### config.mk
export PLATFORM = sky130hd
export DESIGN_NAME = serial_add_sub_ctrl
export DESIGN_NICKNAME = d
export VERILOG_FILES = /design/src/rtl/serial_add_sub_ctrl.sv
export SDC_FILE = /design/constraint.sdc
export NUM_CORES = 1
export LEC_CHECK = 0
export ABC_AREA = 1
export BUFFER_PORTS_ARGS = -buffer_cell sky130_fd_sc_hd__buf_2
export CAP_MARGIN = 0
export CELL_PAD_IN_SITES_DETAIL_PLACEMENT = 1
export CELL_PAD_IN_SITES_GLOBAL_PLACEMENT = 2
export CORE_AREA = 2 2 81 83
export DETAILED_ROUTE_END_ITERATION = 12
export DIE_AREA = 0 0 83 85
export PLACE_DENSITY = 0.71
export SLEW_MARGIN = 20
export SYNTH_ARGS = -nofsm -noshare
export SYNTH_HDL_FRONTEND = slang
export SYNTH_SLANG_ARGS = --single-unit
### constraint.sdc
create_clock -name clk -period 1.3 [get_ports clk]
set_clock_uncertainty 0.15 [all_clocks]
set_input_delay 0.065 -clock clk [delete_from_list [all_inputs] [get_ports clk]]
set_output_delay 0.065 -clock clk [all_outputs]
set_load 0.01 [all_outputs]
### src/rtl/serial_add_sub_ctrl.sv
// serial_add_sub_ctrl: bit-serial adder/subtractor with a three-state controller.
// A single 1-bit full adder/subtractor slice walks the operands LSB first with a
// registered carry (add) or borrow (subtract). The result, carry/borrow-out and
// signed overflow are published together with a one-cycle done pulse.

module serial_add_sub_ctrl #(
    parameter int WIDTH = 8
) (
    input  logic             clk,
    input  logic             rst_n,
    input  logic             start,
    input  logic             sel,
    input  logic [WIDTH-1:0] a,
    input  logic [WIDTH-1:0] b,
    input  logic             cin,
    output logic             busy,
    output logic             done,
    output logic [WIDTH-1:0] result,
    output logic             cout,
    output logic             ovf
);

    // Counter holds 0..WIDTH, so it never has to wrap while bits are in flight.
    localparam int CW = $clog2(WIDTH + 1);

    typedef enum logic [1:0] {
        IDLE = 2'b00,
        RUN  = 2'b01,
        DONE = 2'b10
    } state_t;

    state_t           state_q,  state_d;
    logic [WIDTH-1:0] a_sh_q,   a_sh_d;
    logic [WIDTH-1:0] b_sh_q,   b_sh_d;
    logic             sel_q,    sel_d;
    logic             carry_q,  carry_d;
    logic [CW-1:0]    cnt_q,    cnt_d;
    logic [WIDTH-1:0] sr_q,     sr_d;
    logic             busy_q,   busy_d;
    logic             done_q,   done_d;
    logic [WIDTH-1:0] result_q, result_d;
    logic             cout_q,   cout_d;
    logic             ovf_q,    ovf_d;

    logic             bit_a;
    logic             bit_b;
    logic             sum_bit;
    logic             carry_next;
    logic             last_bit;

    // The 1-bit slice: operands are shifted right each bit, so bit 0 of the
    // latched copies is always the bit at the current counter position.
    always_comb begin
        bit_a   = a_sh_q[0];
        bit_b   = b_sh_q[0];
        sum_bit = bit_a ^ bit_b ^ carry_q;
        if (sel_q) begin
            carry_next = (~bit_a & bit_b) | (~bit_a & carry_q) | (bit_b & carry_q);
        end else begin
            carry_next = (bit_a & bit_b) | (bit_a & carry_q) | (bit_b & carry_q);
        end
        last_bit = (cnt_q == CW'(WIDTH - 1));
    end

    // Next-state and next-output logic for the IDLE/RUN/DONE controller.
    always_comb begin
        state_d  = state_q;
        a_sh_d   = a_sh_q;
        b_sh_d   = b_sh_q;
        sel_d    = sel_q;
        carry_d  = carry_q;
        cnt_d    = cnt_q;
        sr_d     = sr_q;
        busy_d   = 1'b0;
        done_d   = 1'b0;
        result_d = result_q;
        cout_d   = cout_q;
        ovf_d    = ovf_q;

        unique case (state_q)
            IDLE: begin
                if (start) begin
                    a_sh_d  = a;
                    b_sh_d  = b;
                    sel_d   = sel;
                    carry_d = cin;
                    cnt_d   = '0;
                    busy_d  = 1'b1;
                    state_d = RUN;
                end
            end

            RUN: begin
                a_sh_d  = a_sh_q >> 1;
                b_sh_d  = b_sh_q >> 1;
                sr_d    = WIDTH'({sum_bit, sr_q} >> 1);
                carry_d = carry_next;
                cnt_d   = cnt_q + CW'(1);
                if (last_bit) begin
                    // On the MSB, carry_q is the carry into the MSB, so the
                    // overflow flag is simply in-carry XOR out-carry.
                    result_d = WIDTH'({sum_bit, sr_q} >> 1);
                    cout_d   = carry_next;
                    ovf_d    = carry_q ^ carry_next;
                    done_d   = 1'b1;
                    state_d  = DONE;
                end else begin
                    busy_d = 1'b1;
                end
            end

            DONE: begin
                state_d = IDLE;
            end

            default: begin
                state_d = IDLE;
            end
        endcase
    end

    // All state and registered outputs, cleared immediately by reset.
    always_ff @(posedge clk or negedge rst_n) begin
        if (!rst_n) begin
            state_q  <= IDLE;
            a_sh_q   <= '0;
            b_sh_q   <= '0;
            sel_q    <= 1'b0;
            carry_q  <= 1'b0;
            cnt_q    <= '0;
            sr_q     <= '0;
            busy_q   <= 1'b0;
            done_q   <= 1'b0;
            result_q <= '0;
            cout_q   <= 1'b0;
            ovf_q    <= 1'b0;
        end else begin
            state_q  <= state_d;
            a_sh_q   <= a_sh_d;
            b_sh_q   <= b_sh_d;
            sel_q    <= sel_d;
            carry_q  <= carry_d;
            cnt_q    <= cnt_d;
            sr_q     <= sr_d;
            busy_q   <= busy_d;
            done_q   <= done_d;
            result_q <= result_d;
            cout_q   <= cout_d;
            ovf_q    <= ovf_d;
        end
    end

    assign busy   = busy_q;
    assign done   = done_q;
    assign result = result_q;
    assign cout   = cout_q;
    assign ovf    = ovf_q;

endmodule

Yosys cells after proc, flatten, opt, wreduce, memory -nomap -nowiden
Cells that the tools add are included.
W data, S select, Z words.
- add/sub/neg operators: 1
- bitwise operators: 13
- reduce and logical (&&, ||, !) cells: 6
- muxes and demuxes: 17
- equality and inequality tests: 4
- operator list (kind ; number):
    $pmux W8 S2 ; 2
    $mux W8 ; 2
    $pmux W4 S2 ; 1
    $reduce_and A2 Y1 ; 4
    $mux W1 ; 6
    $and A1 B1 Y1 ; 5
    $add A4 B1 Y4 const B ; 1
    $eq A4 B3 Y1 const B ; 1
    $mux W2 ; 2
    $mux W4 ; 1
    $ne A2 B2 Y1 const B ; 2
    $or A1 B1 Y1 ; 4
    $pmux W1 S2 ; 2
    $pmux W2 S2 ; 1
    $xor A1 B1 Y1 ; 3
    $eq A2 B1 Y1 const B ; 1
    $logic_not A2 Y1 ; 1
    $reduce_bool A2 Y1 ; 1
    $not A1 Y1 ; 1
- output and inout port bits: 12
- flip-flop bits (word level): 44
- input bits: 21

Depth between registers and ports, before layout
- depth in word-level cells: 6
- mapped depth: 9
- mapped depth without buffers: 9

Worst setup path before layout
OpenSTA, ideal clock, no wires.
- path kind: register -> register
- from: register cnt_q[0]
- to: register result_q[7], in the netlist result[7]
- library setup time: 0.116 ns
- cell stages (with the launch flop): 8
- period minus slack after synthesis: 1.307 ns
- setup slack: -0.007 ns
- data required time: 1.034 ns
- arrival: 1.041 ns
- buffers on the path: 1
- path through: dfrtp_1 > ha_1 > nand2_2 > nor2_4 > nand2_4 > buf_6 > nand2_1 > nand2_1
- cells in the longest elaborated chain, start to end: 2
- RTL lines (element ; RTL line ; source):
    from (decl) ; 37 ; logic [CW-1:0] cnt_q, cnt_d;
    from (signal assigned) ; 143 ; cnt_q <= cnt_d;
    $eq A4 B3 Y1 ; 62 ; last_bit = (cnt_q == CW'(WIDTH - 1));
    $reduce_and A2 Y1 (no line) ; -- ;
    to (signal assigned) ; 147 ; result_q <= result_d;
    to (decl) ; 41 ; logic [WIDTH-1:0] result_q, result_d;
No other way between the ends.
A chain may end at the register's enable or synchronous reset.

Final worst setup path
- from: register cnt_q[0]
- to: register result_q[3], in the netlist result[3]
The elaborated chain is that of the path after synthesis.

==> key figures <==
Timing
  • Actual slew at the worst max-slew pin: 0.347 ns
  • Crit path time final: 1.39 ns
  • Worst hold slack after final layout: between 0.1 and 0.15 ns
  • Peak clock frequency supported by timing: a little over 700 MHz
  • Count of endpoints failing setup in the final report: 20
  • RSZ-0062 raised after global routing: yes
  • Period utilisation layout: 107%
  • Worst slew margin relative to its limit: 76.9%
  • Count of final hold-check violations: 0
  • Setup slack of the critical path after layout: -0.0901 ns
  • Final max-slew violation count: 0

Global routing
  • First-pass GRT wire length: 7.65 mm
  • Largest net degree at the start of global routing: 44
  • Most crowded layer after global routing: met2
  • Overflow left after global routing: 0
  • Overall global routing resource usage: 13.4%
  • Met2 usage: 22.7%
  • Antenna violations before repair: 0
  • Met1 GRT Util: between 10% and 20%
  • Number of global-route vias before repair: 1661
  • Global-route track usage on met3: 2.63%

Clocking
  • H-Tree Level Count: 2
  • Clock net sink count: 43
  • TritonCTS clock tree: done
  • Buffer type at the clock tree root: clkbuf_8
  • Clock transition at the register clock pins on the worst setup and hold paths after CTS: 0.09 ns
  • Max Buffers Root-to-Sink: 2
  • Inserted Clock Buffers: 5
  • Clock latency on the worst-skew pair: approximately 0.30 ns

Floorplanning
  • Core Region: slightly above 0.006 mm2
  • X dimension of the die: 83 um
  • Floorplan die area: 0.00706 mm2
  • Rows: 29
  • I/O pin count: 33
  • DIE HEIGHT: around 85 um
  • Initial Util: 29.4%

Placed design
  • Final estimated routing congestion in global placement: 0.738
  • Number of placed cells counting well taps: approximately 310
  • Instance area at placement: 0.00217 mm2
  • HPWL after detailed placement: 2.77 mm
  • Number of buffers added on ports: 32

Finish
  • Number of inserted diodes: 0
  • Number of nets in the finished design: 292
  • Final instance count without filler cells: 346
  • Fraction of layout instances using a drive strength above 1: 40.1%
  • End-of-flow core utilization: 45.3%
  • Total non-filler cell area in the finished layout: 0.00281 mm2
  • Area grow syn2layout: 54.0%

Drt
  • Number of optimization iterations in the first detailed-route pass: 2
  • Vias: approximately 1600
  • Number of DRC violations after detailed-routing iteration 0: 50
  • Via count normalized by instance count: 4.56
  • Total length of routed wires: 4.64 mm
  • Remaining antenna violation count: 0
  • Remaining design rule violation count: 0
  • Post-detailed-route wirelength per cell: 13.4 um

Critical path
  • CP startpoint: cnt_q[0]$_DFFE_PN0P_
  • Register-to-register setup slack: -0.09 ns
  • Crit start category: register
  • Endpoint kind of the worst setup timing path: register
  • Endpoint arrival time on the critical path: ~1.5 ns
  • Top fanout value on the critical path: 5
  • Worst Path Required: 1.38 ns
  • Count of buffer and inverter cells on the critical path: 2
  • Critical path endpoint: result[3]$_DFFE_PN0P_
  • Count of cell instances traversed by the critical path: 7
  • FF-to-FF End: result[3]$_DFFE_PN0P_
  • Largest stage delay on the critical path: 0.37 ns
  • Beginning of the worst register-to-register path: cnt_q[0]$_DFFE_PN0P_
  • Critical setup path kind: reg -> reg
  • Number of cells on the worst reg-to-reg path: 7
  • Worst path top cell family by delay: flip-flops
  • Ordered cell list for the critical path: ha_2 > nand2_4 > nor2_4 > buf_12 > nand2_8 > buf_6 > o21ai_2
  • Slowest-stage cell, CP: dfrtp_1

Logic synthesis
  • Most used standard cell by instance count after synthesis: dfrtp_1
  • Sequential cell area fraction in the yosys report: 59.0%
  • Combined area of all synthesized cells: approximately 0.0018 mm2
  • Primary FF master, synth: dfrtp_1
  • Leading cell types by count after synthesis: dfrtp_1, nand2_1, nor2_1
  • Netlist cell types: 24
  • Area leader, netlist: dfrtp_1
  • Synthesized Nets: around 210
  • Synth top area share: 59.0%
  • Synth Instances: 190
  • Number of flops mapped to enable cells by yosys: 0
  • Yosys warning count: 0
  • Leading post-synthesis cells by cell area: dfrtp_1, nand2_1, nor2_1
  • Fraction of synthesis flops using an asynchronous set or reset pin: 100%
  • Synthesized flop and latch total: 43
  • Average instance area after synthesis: roughly 9.6 um2

Power
  • Maximum ir drop on the vdd rail: approximately 0.7 mV
  • Leakage power summed over all cells: 0.00134 uW
  • Power Dens Cells: roughly 2400 mW/mm2
  • Power Total: 6700 uW

Outcome
  • Outcome: finished, violations left
  • Failing checks: setup timing

Flow run
  • Maximum capacitance violations: 0

Min path
  • Type of the most critical hold path: in -> async
[stage by stage]
| step | TNS, ns | setup WS, ns |
|---|---|---|
| final | -0.687 | -0.0901 |
| after global routing | -2.98 | -0.180 |
| after CTS | -0.738 | -0.103 |
| after detailed placement | -0.875 | -0.113 |
| after global placement | -0.542 | -0.0794 |
| after floorplan | -0.0288 | -0.00724 |
[flip-flops by register name (all words and copies together), names as in the netlist]
register  flops
ovf           1
cout          1
a_sh_q        8
b_sh_q        8
busy          1
sel_q         1
state_q       2
done          1
result        8
cnt_q         4
sr_q          7
carry_q       1
[cells by family after synthesis]
kind of cell	after synthesis	share of synthesized area (%)
buf+inv	22	5.97
compound gates	37	12.6
flops	43	59.0
simple gates	84	19.8
fa+ha+maj	3	2.06
xor+xnor	1	0.481
[cells in the final DEF (no fill, tap or decap)]
| cell | n |
|---|---|
| clkbuf_8 | 6 |
| ha_2 | 2 |
| xnor2_4 | 1 |
| o211ai_1 | 1 |
| clkinv_2 | 1 |
| bufinv_16 | 1 |
| buf_2 | 32 |
| buf_4 | 17 |
| o21ai_1 | 3 |
| dlygate4sd3_1 | 20 |
| clkinvlp_4 | 1 |
| ha_4 | 1 |
| clkbuf_16 | 1 |
| nand2_2 | 5 |
| nand3_1 | 4 |
| o22ai_1 | 6 |
| o31ai_1 | 1 |
| o21ai_0 | 8 |
| nor2_1 | 23 |
| a21oi_1 | 3 |
| inv_2 | 3 |
| nand3_4 | 1 |
| buf_6 | 3 |
| nor2_2 | 5 |
| nand2_1 | 37 |
| inv_1 | 10 |
| o22ai_4 | 2 |
| nor2_4 | 4 |
| a21oi_2 | 1 |
| dfrtp_1 | 43 |
| a22o_1 | 1 |
| nand4_1 | 1 |
| o22ai_2 | 6 |
| nand2_8 | 2 |
| o21ai_2 | 5 |
| nand2_4 | 4 |
| buf_12 | 3 |
| inv_8 | 1 |
[final cells by class]
| class | count | area [um2] |
|---|---|---|
| clock inverters | 2 | 35.0 |
| clock buffers | 6 | 82.6 |
| flip-flops and latches | 43 | 1080 |
| inverters | 15 | 67.6 |
| multi-input cells | 127 | 843 |
| fillers | 709 | 3400 |
| repair buffers | 76 | 607 |
| well taps | 77 | 96.3 |
[where the power goes]
part           internal, uW  leakage [uW]  switching, uW
clock                   622     0.0000612            459
sequential             1980      0.000514            445
combinational          1560      0.000768           1640
[timing repair]
action                     4_1_cts  5_1_grt
setup endpoints to repair       13       26
pin swaps                        3        6
cloned                           2        1
gates resized for setup         12       35
hold endpoints to repair        62        0
buffers inserted                 4        3
hold buffers                    20        0
[tightest hold or removal path, delay by kind of cell]
kind / cells / cell delay [ns]
buffers and inverters: 3 / 0.88
[how the worst min path moves through the flow]
stage,depth (start not counted),to,slack (ns)
after global routing,3,a_sh_q[6]$_DFFE_PN0P_,0.15
final,3,a_sh_q[6]$_DFFE_PN0P_,0.11
after CTS,3,a_sh_q[6]$_DFFE_PN0P_,0.12
after global placement,2,a_sh_q[6]$_DFFE_PN0P_,-0.09
after detailed placement,2,a_sh_q[6]$_DFFE_PN0P_,-0.09
after floorplan,0,a_sh_q[0]$_DFFE_PN0P_,-0.38
[routing by layer]
| layer | wire, um | vias up |
|---|---|---|
| met5 | 0 | - |
| met4 | 86 | 0 |
| met3 | 103 | 6 |
| met2 | 2420 | 15 |
| met1 | 2040 | 775 |
| li1 | - | 781 |
No activity file was read; power rests on OpenSTA's default activity.
